## src/rtl/uart_rx.sv

```systemverilog
// ---------------------------------------------------------------------------
// uart_rx
// UART receiver. It accepts 8N1 frames, LSB first, and buffers each received
// byte in an internal first-word-fall-through FIFO. The receiver contains a
// two-flop input synchroniser, a free-running 16x oversample enable, the
// receive FSM and the FIFO.
//
// Ports
//   clk_rx         in   system clock
//   rst_n_clk_rx   in   asynchronous reset, active low
//   rxd_rx         in   serial receive line (asynchronous, idle high)
//   rx_dout        out  [7:0] head of FIFO, valid while rx_fifo_empty=0
//   read_en        in   pop the head of the FIFO (ignored when empty)
//   rx_fifo_empty  out  FIFO holds no bytes
//   rx_fifo_full   out  FIFO holds FIFO_DEPTH bytes
//   frm_err        out  one-cycle pulse: stop bit sampled low
//   overrun        out  one-cycle pulse: good byte dropped, FIFO full
// ---------------------------------------------------------------------------
module uart_rx #(
    parameter int BAUD_RATE  = 57_600,
    parameter int CLOCK_RATE = 50_000_000,
    parameter int FIFO_DEPTH = 16
) (
    input  logic       clk_rx,
    input  logic       rst_n_clk_rx,
    input  logic       rxd_rx,
    output logic [7:0] rx_dout,
    input  logic       read_en,
    output logic       rx_fifo_empty,
    output logic       rx_fifo_full,
    output logic       frm_err,
    output logic       overrun
);

    // Round-to-nearest divider for the 16x oversample enable.
    function automatic int calc_div(input int clk_hz, input int baud);
        return (clk_hz + 8 * baud) / (16 * baud);
    endfunction

    localparam int DIV    = calc_div(CLOCK_RATE, BAUD_RATE);
    localparam int BAUD_W = (DIV > 1) ? $clog2(DIV) : 1;
    localparam logic [BAUD_W-1:0] DIV_LAST = BAUD_W'(DIV - 1);
    localparam int AW = $clog2(FIFO_DEPTH);
    localparam int CW = AW + 1;
    localparam logic [CW-1:0] FULL_CNT = CW'(FIFO_DEPTH);

    localparam logic [2:0] S_IDLE  = 3'd0;
    localparam logic [2:0] S_START = 3'd1;
    localparam logic [2:0] S_DATA  = 3'd2;
    localparam logic [2:0] S_STOP  = 3'd3;
    localparam logic [2:0] S_BREAK = 3'd4;

    logic              rxd_meta_q, rxd_s_q;
    logic [BAUD_W-1:0] baud_cnt_q, baud_cnt_d;
    logic              baud_x16_en;
    logic [2:0]        state_q, state_d;
    logic [3:0]        os_cnt_q, os_cnt_d;
    logic [2:0]        bit_idx_q, bit_idx_d;
    logic [7:0]        shift_q, shift_d;
    logic              byte_done;
    logic              frm_err_q, frm_err_d;
    logic              overrun_q, overrun_d;
    logic [7:0]        mem_q [FIFO_DEPTH];
    logic [7:0]        mem_d [FIFO_DEPTH];
    logic [AW-1:0]     wr_ptr_q, wr_ptr_d;
    logic [AW-1:0]     rd_ptr_q, rd_ptr_d;
    logic [CW-1:0]     count_q, count_d;
    logic              do_push, do_pop;

    // Synchroniser flops reset to the idle-high line level so that reset
    // release never looks like a start edge.
    always_ff @(posedge clk_rx or negedge rst_n_clk_rx) begin
        if (!rst_n_clk_rx) begin
            rxd_meta_q <= 1'b1;
            rxd_s_q    <= 1'b1;
        end else begin
            rxd_meta_q <= rxd_rx;
            rxd_s_q    <= rxd_meta_q;
        end
    end

    // Free-running oversample divider; frame activity never restarts it, so
    // the start-edge detection jitter is at most one enable period.
    assign baud_x16_en = (baud_cnt_q == DIV_LAST);

    always_comb begin
        baud_cnt_d = baud_x16_en ? '0 : baud_cnt_q + 1'b1;
    end

    always_comb begin
        state_d   = state_q;
        os_cnt_d  = os_cnt_q;
        bit_idx_d = bit_idx_q;
        shift_d   = shift_q;
        byte_done = 1'b0;
        frm_err_d = 1'b0;
        if (baud_x16_en) begin
            case (state_q)
                S_IDLE: begin
                    if (!rxd_s_q) begin
                        state_d  = S_START;
                        os_cnt_d = '0;
                    end
                end
                S_START: begin
                    // Re-check the line at mid start bit to reject glitches.
                    if (os_cnt_q == 4'd7) begin
                        if (!rxd_s_q) begin
                            state_d   = S_DATA;
                            os_cnt_d  = '0;
                            bit_idx_d = '0;
                        end else begin
                            state_d = S_IDLE;
                        end
                    end else begin
                        os_cnt_d = os_cnt_q + 4'd1;
                    end
                end
                S_DATA: begin
                    // os_cnt wraps 15 -> 0 naturally; sample lands mid-bit.
                    os_cnt_d = os_cnt_q + 4'd1;
                    if (os_cnt_q == 4'd15) begin
                        shift_d   = {rxd_s_q, shift_q[7:1]};
                        bit_idx_d = bit_idx_q + 3'd1;
                        if (bit_idx_q == 3'd7) begin
                            state_d = S_STOP;
                        end
                    end
                end
                S_STOP: begin
                    os_cnt_d = os_cnt_q + 4'd1;
                    if (os_cnt_q == 4'd15) begin
                        if (rxd_s_q) begin
                            byte_done = 1'b1;
                            state_d   = S_IDLE;
                        end else begin
                            frm_err_d = 1'b1;
                            state_d   = S_BREAK;
                        end
                    end
                end
                S_BREAK: begin
                    // Wait for the line to return high so a held-low line
                    // cannot produce a stream of bogus frames.
                    if (rxd_s_q) begin
                        state_d = S_IDLE;
                    end
                end
                default: state_d = S_IDLE;
            endcase
        end
    end

    // A pop in the same cycle frees a slot, so a push into a full FIFO is
    // still accepted when read_en is high.
    always_comb begin
        do_pop    = read_en && (count_q != '0);
        do_push   = byte_done && ((count_q != FULL_CNT) || do_pop);
        overrun_d = byte_done && !do_push;
        mem_d     = mem_q;
        if (do_push) begin
            mem_d[wr_ptr_q] = shift_q;
        end
        wr_ptr_d = do_push ? wr_ptr_q + 1'b1 : wr_ptr_q;
        rd_ptr_d = do_pop  ? rd_ptr_q + 1'b1 : rd_ptr_q;
        count_d  = count_q;
        if (do_push && !do_pop) begin
            count_d = count_q + 1'b1;
        end else if (!do_push && do_pop) begin
            count_d = count_q - 1'b1;
        end
    end

    always_ff @(posedge clk_rx or negedge rst_n_clk_rx) begin
        if (!rst_n_clk_rx) begin
            baud_cnt_q <= '0;
            state_q    <= S_IDLE;
            os_cnt_q   <= '0;
            bit_idx_q  <= '0;
            shift_q    <= '0;
            frm_err_q  <= 1'b0;
            overrun_q  <= 1'b0;
            wr_ptr_q   <= '0;
            rd_ptr_q   <= '0;
            count_q    <= '0;
            for (int i = 0; i < FIFO_DEPTH; i++) begin
                mem_q[i] <= '0;
            end
        end else begin
            baud_cnt_q <= baud_cnt_d;
            state_q    <= state_d;
            os_cnt_q   <= os_cnt_d;
            bit_idx_q  <= bit_idx_d;
            shift_q    <= shift_d;
            frm_err_q  <= frm_err_d;
            overrun_q  <= overrun_d;
            wr_ptr_q   <= wr_ptr_d;
            rd_ptr_q   <= rd_ptr_d;
            count_q    <= count_d;
            for (int i = 0; i < FIFO_DEPTH; i++) begin
                mem_q[i] <= mem_d[i];
            end
        end
    end

    assign rx_dout       = mem_q[rd_ptr_q];
    assign rx_fifo_empty = (count_q == '0);
    assign rx_fifo_full  = (count_q == FULL_CNT);
    assign frm_err       = frm_err_q;
    assign overrun       = overrun_q;

endmodule

```

## config.mk

```make
export PLATFORM = sky130hd
export DESIGN_NAME = uart_rx
export DESIGN_NICKNAME = d
export VERILOG_FILES = /design/src/rtl/uart_rx.sv
export SDC_FILE = /design/constraint.sdc
export NUM_CORES = 1
export LEC_CHECK = 0
export BUFFER_PORTS_ARGS = -buffer_cell sky130_fd_sc_hd__buf_2
export CORE_MARGIN = 8
export CORE_UTILIZATION = 45
export CTS_CLUSTER_SIZE = 16
export DETAILED_ROUTE_END_ITERATION = 10
export HOLD_SLACK_MARGIN = 0.1
export PLACE_DENSITY = 0.63
export SYNTH_ARGS = -nofsm -noshare
export SYNTH_HDL_FRONTEND = slang
export SYNTH_SLANG_ARGS = --single-unit
```

## constraint.sdc

```tcl
create_clock -name clk_rx -period 4.3 [get_ports clk_rx]
set_input_delay 0.215 -clock clk_rx [delete_from_list [all_inputs] [get_ports clk_rx]]
set_output_delay 0.215 -clock clk_rx [all_outputs]
set_load 0.02 [all_outputs]
```

==> metrics.csv <==
stage,metric,value,unit
sta,setup tns final,0,ns
flow_run,Max-cap violations,0,
finish,Total Nets Final,587,
synth,Simple-Gate Fraction of Synth Area,0.0870,
global_routing,GR Util All Layers,0.161,
synth,compound-cell area share of the yosys netlist,0.0454,
run_status,status,"complete, no violations",
pwr,P_int,2530,µW
detailed_routing,drt first pass iters,4,
pwr,maximum VDD drop,0.274,mV
finish,Antenna Cells,0,
clock_tree,clock insertion delay at the later pin of the skew report,0.42,ns
synth,mapped cell area,8110,µm²
synth,Synth Net Count,580,
detailed_routing,vias,4636,
clock_tree,CTS-repair resized insts,0,
sta,Final Max Tran Viols,0,
synth,xor and xnor area share after synthesis,0.0140,
synth,area fraction of the dominant cell type after synthesis,0.515,
clock_tree,CTS buffer count,17,
sta,fmax,311,MHz
critical_path,Critical Path Sink Type,flip-flop,
placement,IO Port Bufs,15,
clock_tree,Clock Pin Slew Worst Setup and Hold Paths,0.07,ns
floorplanning,I/O pin cnt,16,
clock_tree,CTS max path bufs,2,
synth,synth cell count leaders,"dfrtp_1 (167), mux2_2 (136), mux4_2 (32)",
critical_path,most frequent CP cell,inv_1,
sta,Slew Limit Headroom,0.299,
clock_tree,Root Driver,clkbuf_16,
finish,Area Growth Syn to Fin,10.9,%
synth,sequential share of the synthesized area,0.522,
critical_path,Critical path buffers and inverters,2,
synth,mux share of post-synthesis cell area,0.284,
sta,Hold WS,0.189,ns
detailed_routing,vias per inst,5.72,
synth,Post-Synth Adder-Cell Area,0.0241,
synth,"Top FF cell, synth",dfrtp_1,
detailed_routing,DRT Wirelength,17000,µm
hold_path,worst min path class,primary input to flip-flop,
sta,post-route minimum period,3.22,ns
clock_tree,CTS tree,done,
critical_path,WP data arrival,3.51,ns
synth,Post-Synthesis Cells,561,
clock_tree,Post-CTS Setup Inserts,0,
detailed_routing,DR DRC count,0,
finish,layout cells sized above 1,0.418,
pwr,combinational share of power,0.012,
synth,Synth Warn #,0,
sta,unrepaired setup endpoints after global routing,no,
sta,Tcrit/Tclk final,0.748,
global_routing,grt total ovfl,0,
critical_path,CP required,4.60,ns
pwr,Pwr Density,357,nW/µm²
floorplanning,Initial Util,0.455,
synth,Post-synth ARST share,1.00,
synth,largest cells by area after synthesis,"dfrtp_1 (52%), mux2_2 (19%), mux4_2 (8.9%)",
detailed_routing,DRT iter0 DRCs,297,
synth,"FF+latch count, synth",169,
pwr,Leak,0.00421,µW
global_routing,largest net degree at the start of global routing,113,
floorplanning,die area,22600,µm²
sta,Worst Max-Slew Pin Slew,1.05,ns
finish,Multi-input gate area,3690,µm²
finish,Fillers,1495,
placement,Detail Placement HPWL,10700,µm
placement,Final GP Congestion,0.739,
critical_path,"Critical Path, Cell by Cell",or4_1 -> o21a_1 -> inv_1 -> ha_1 -> inv_1 -> fa_1 -> a21o_1 -> a2111oi_0 -> o31ai_1,
global_routing,initial antenna violation count,0,
floorplanning,Die Y,150,µm
critical_path,Worst path max stage delay,0.69,ns
synth,most frequent cell after synthesis,dfrtp_1,
global_routing,first-pass GRT wire length,27800,µm
clock_tree,htree depth,4,
floorplanning,Die Wd,150,µm
sta,Fin. Hold Viols,0,
floorplanning,Core Region,17800,µm²
synth,Syn Area/Cell,14.5,µm²
critical_path,CP max-delay cell,or4_1,
synth,synth unique cells,52,
critical_path,Max Fanout on Critical Path,7,
pwr,Sw Pwr,684,µW
clock_tree,number of clock sinks,169,
sta,Final Skew,0.00657,ns
global_routing,number of global-route vias before repair,4970,
finish,Reg area,4230,µm²
detailed_routing,DRT antenna net count,0,
floorplanning,Rows,49,
sta,Final setup viols,0,
detailed_routing,routed len/inst,21.0,µm
critical_path,crit path launch type,flip-flop,
synth,number of synthesized flops with an enable pin,0,
pwr,Seq pwr share,0.496,
pwr,clock network fraction of design power,0.492,
pwr,switching part of the total,0.213,
synth,largest family of logic cells by synthesized area,multiplexers,
critical_path,Top delay family on crit path,compound AO/OA/AOI/OAI gates,
critical_path,Setup CP Type,flip-flop to flip-flop,
synth,post-synth top area cell,dfrtp_1,
power groups by stage:
stage                     Sequential [µW]  Combinational, µW  Clock (µW)
final                                1590               38.3        1580
after global routing                 1590               46.0        1680
after CTS                            1590               41.2        1610
after detailed placement             1620               39.6           0
after global placement               1620               37.7           0
after floorplan                      1620               3.84           0
metrics by stage:
stage / power (µW) / setup slack (ns) / cell area (µm²) / cells / utilization
final: 3210 / 1.08 / 8990 / 810 / 0.504
after floorplan: 1630 / 1.07 / 8110 / 561 / -
after global routing: 3320 / 0.860 / 8990 / 810 / 0.504
after detailed placement: 1660 / 1.10 / 8360 / 776 / 0.468
after CTS: 3250 / 1.07 / 8990 / 810 / 0.504
after global placement: 1660 / 1.19 / 8360 / 776 / 0.468
path summary, 6_finish.rpt:
kind,start,endpoint,slack [ns],cells past startpoint
setup reg to reg,count_q[0]$_DFFE_PN0P_,count_q[4]$_DFFE_PN0P_,1.08,9
setup / recovery,count_q[0]$_DFFE_PN0P_,count_q[4]$_DFFE_PN0P_,1.08,9
max in group asynchronous,rst_n_clk_rx,rxd_meta_q$_DFF_PN1_,2.78,3
min in group asynchronous,rst_n_clk_rx,mem_q[80]$_DFFE_PN0P_,0.48,2
hold / removal,read_en,rd_ptr_q[1]$_DFFE_PN0P_,0.19,4
hold reg to reg,rxd_meta_q$_DFF_PN1_,rxd_s_q$_DFF_PN1_,0.36,0
cells in the final DEF (no fill, tap or decap), types with 3 or more instances in the layout:
cell and count:
inv_1 8, clkbuf_16 17, xnor2_1 8, xor2_1 5, mux4_2 32, nand2b_1 3
nor3_1 8, nand3_1 8, and2_1 4, clkinvlp_4 4, a22oi_1 16, and3b_1 3
o21ai_0 9, bufinv_16 3, a21oi_1 6, nor4_4 12, nor2_1 15, buf_2 14
nand2_1 26, mux2_1 3, a22o_1 5, dfrtp_1 165, buf_4 5, mux2_2 136
a21o_1 3, nor3_2 4, clkinv_2 3, ha_1 14
worst reg2reg max path, delay by kind of cell (launching register included):
kind | cells | cell delay, ns
flip-flops | 1 | 0.43
adder cells (fa/ha/maj) | 2 | 0.63
buffers and inverters | 2 | 0.25
AO/OA/AOI/OAI | 4 | 1.07
AND/OR/NAND/NOR | 1 | 0.69
state kept, by name, summed over array words and instances, names as in the netlist, 3 cells and up:
name        count
rd_ptr_q        4
state_q         3
count_q         5
baud_cnt_q      6
bit_idx_q       3
shift_q         8
wr_ptr_q        4
os_cnt_q        4
mem_q         128
logic make-up after synthesis:
family          Yosys count
compound gates           51
xor+xnor                 13
fa+ha+maj                15
buf+inv                  42
flops                   169
mux                     173
simple gates             98
cell type report:
class,instances,area share
Timing Repair Buffer,22,0.0154
Sequential cell,169,0.471
Clock buffer,18,0.0489
Multi-Input combinational cell,350,0.410
Tap cell,229,0.0319
Clock inverter,14,0.0192
Inverter,8,0.00334
routing by layer:
metal | global-route usage | part of all wire | wire, µm | up-vias
li1 | - | - | - | 2096
met1 | 0.213 | 0.46 | 7800 | 2476
met2 | 0.264 | 0.50 | 8520 | 47
met3 | 0.0325 | 0.025 | 431 | 17
met4 | 0.0485 | 0.014 | 230 | 0
met5 | 0 | 0 | 0 | -
what timing repair did:
action	CTS	global route
endpoints found under the setup margin	0	0
hold endpoints to repair	111	0
hold buffers	2	0
(Power assumes the default switching activity.)
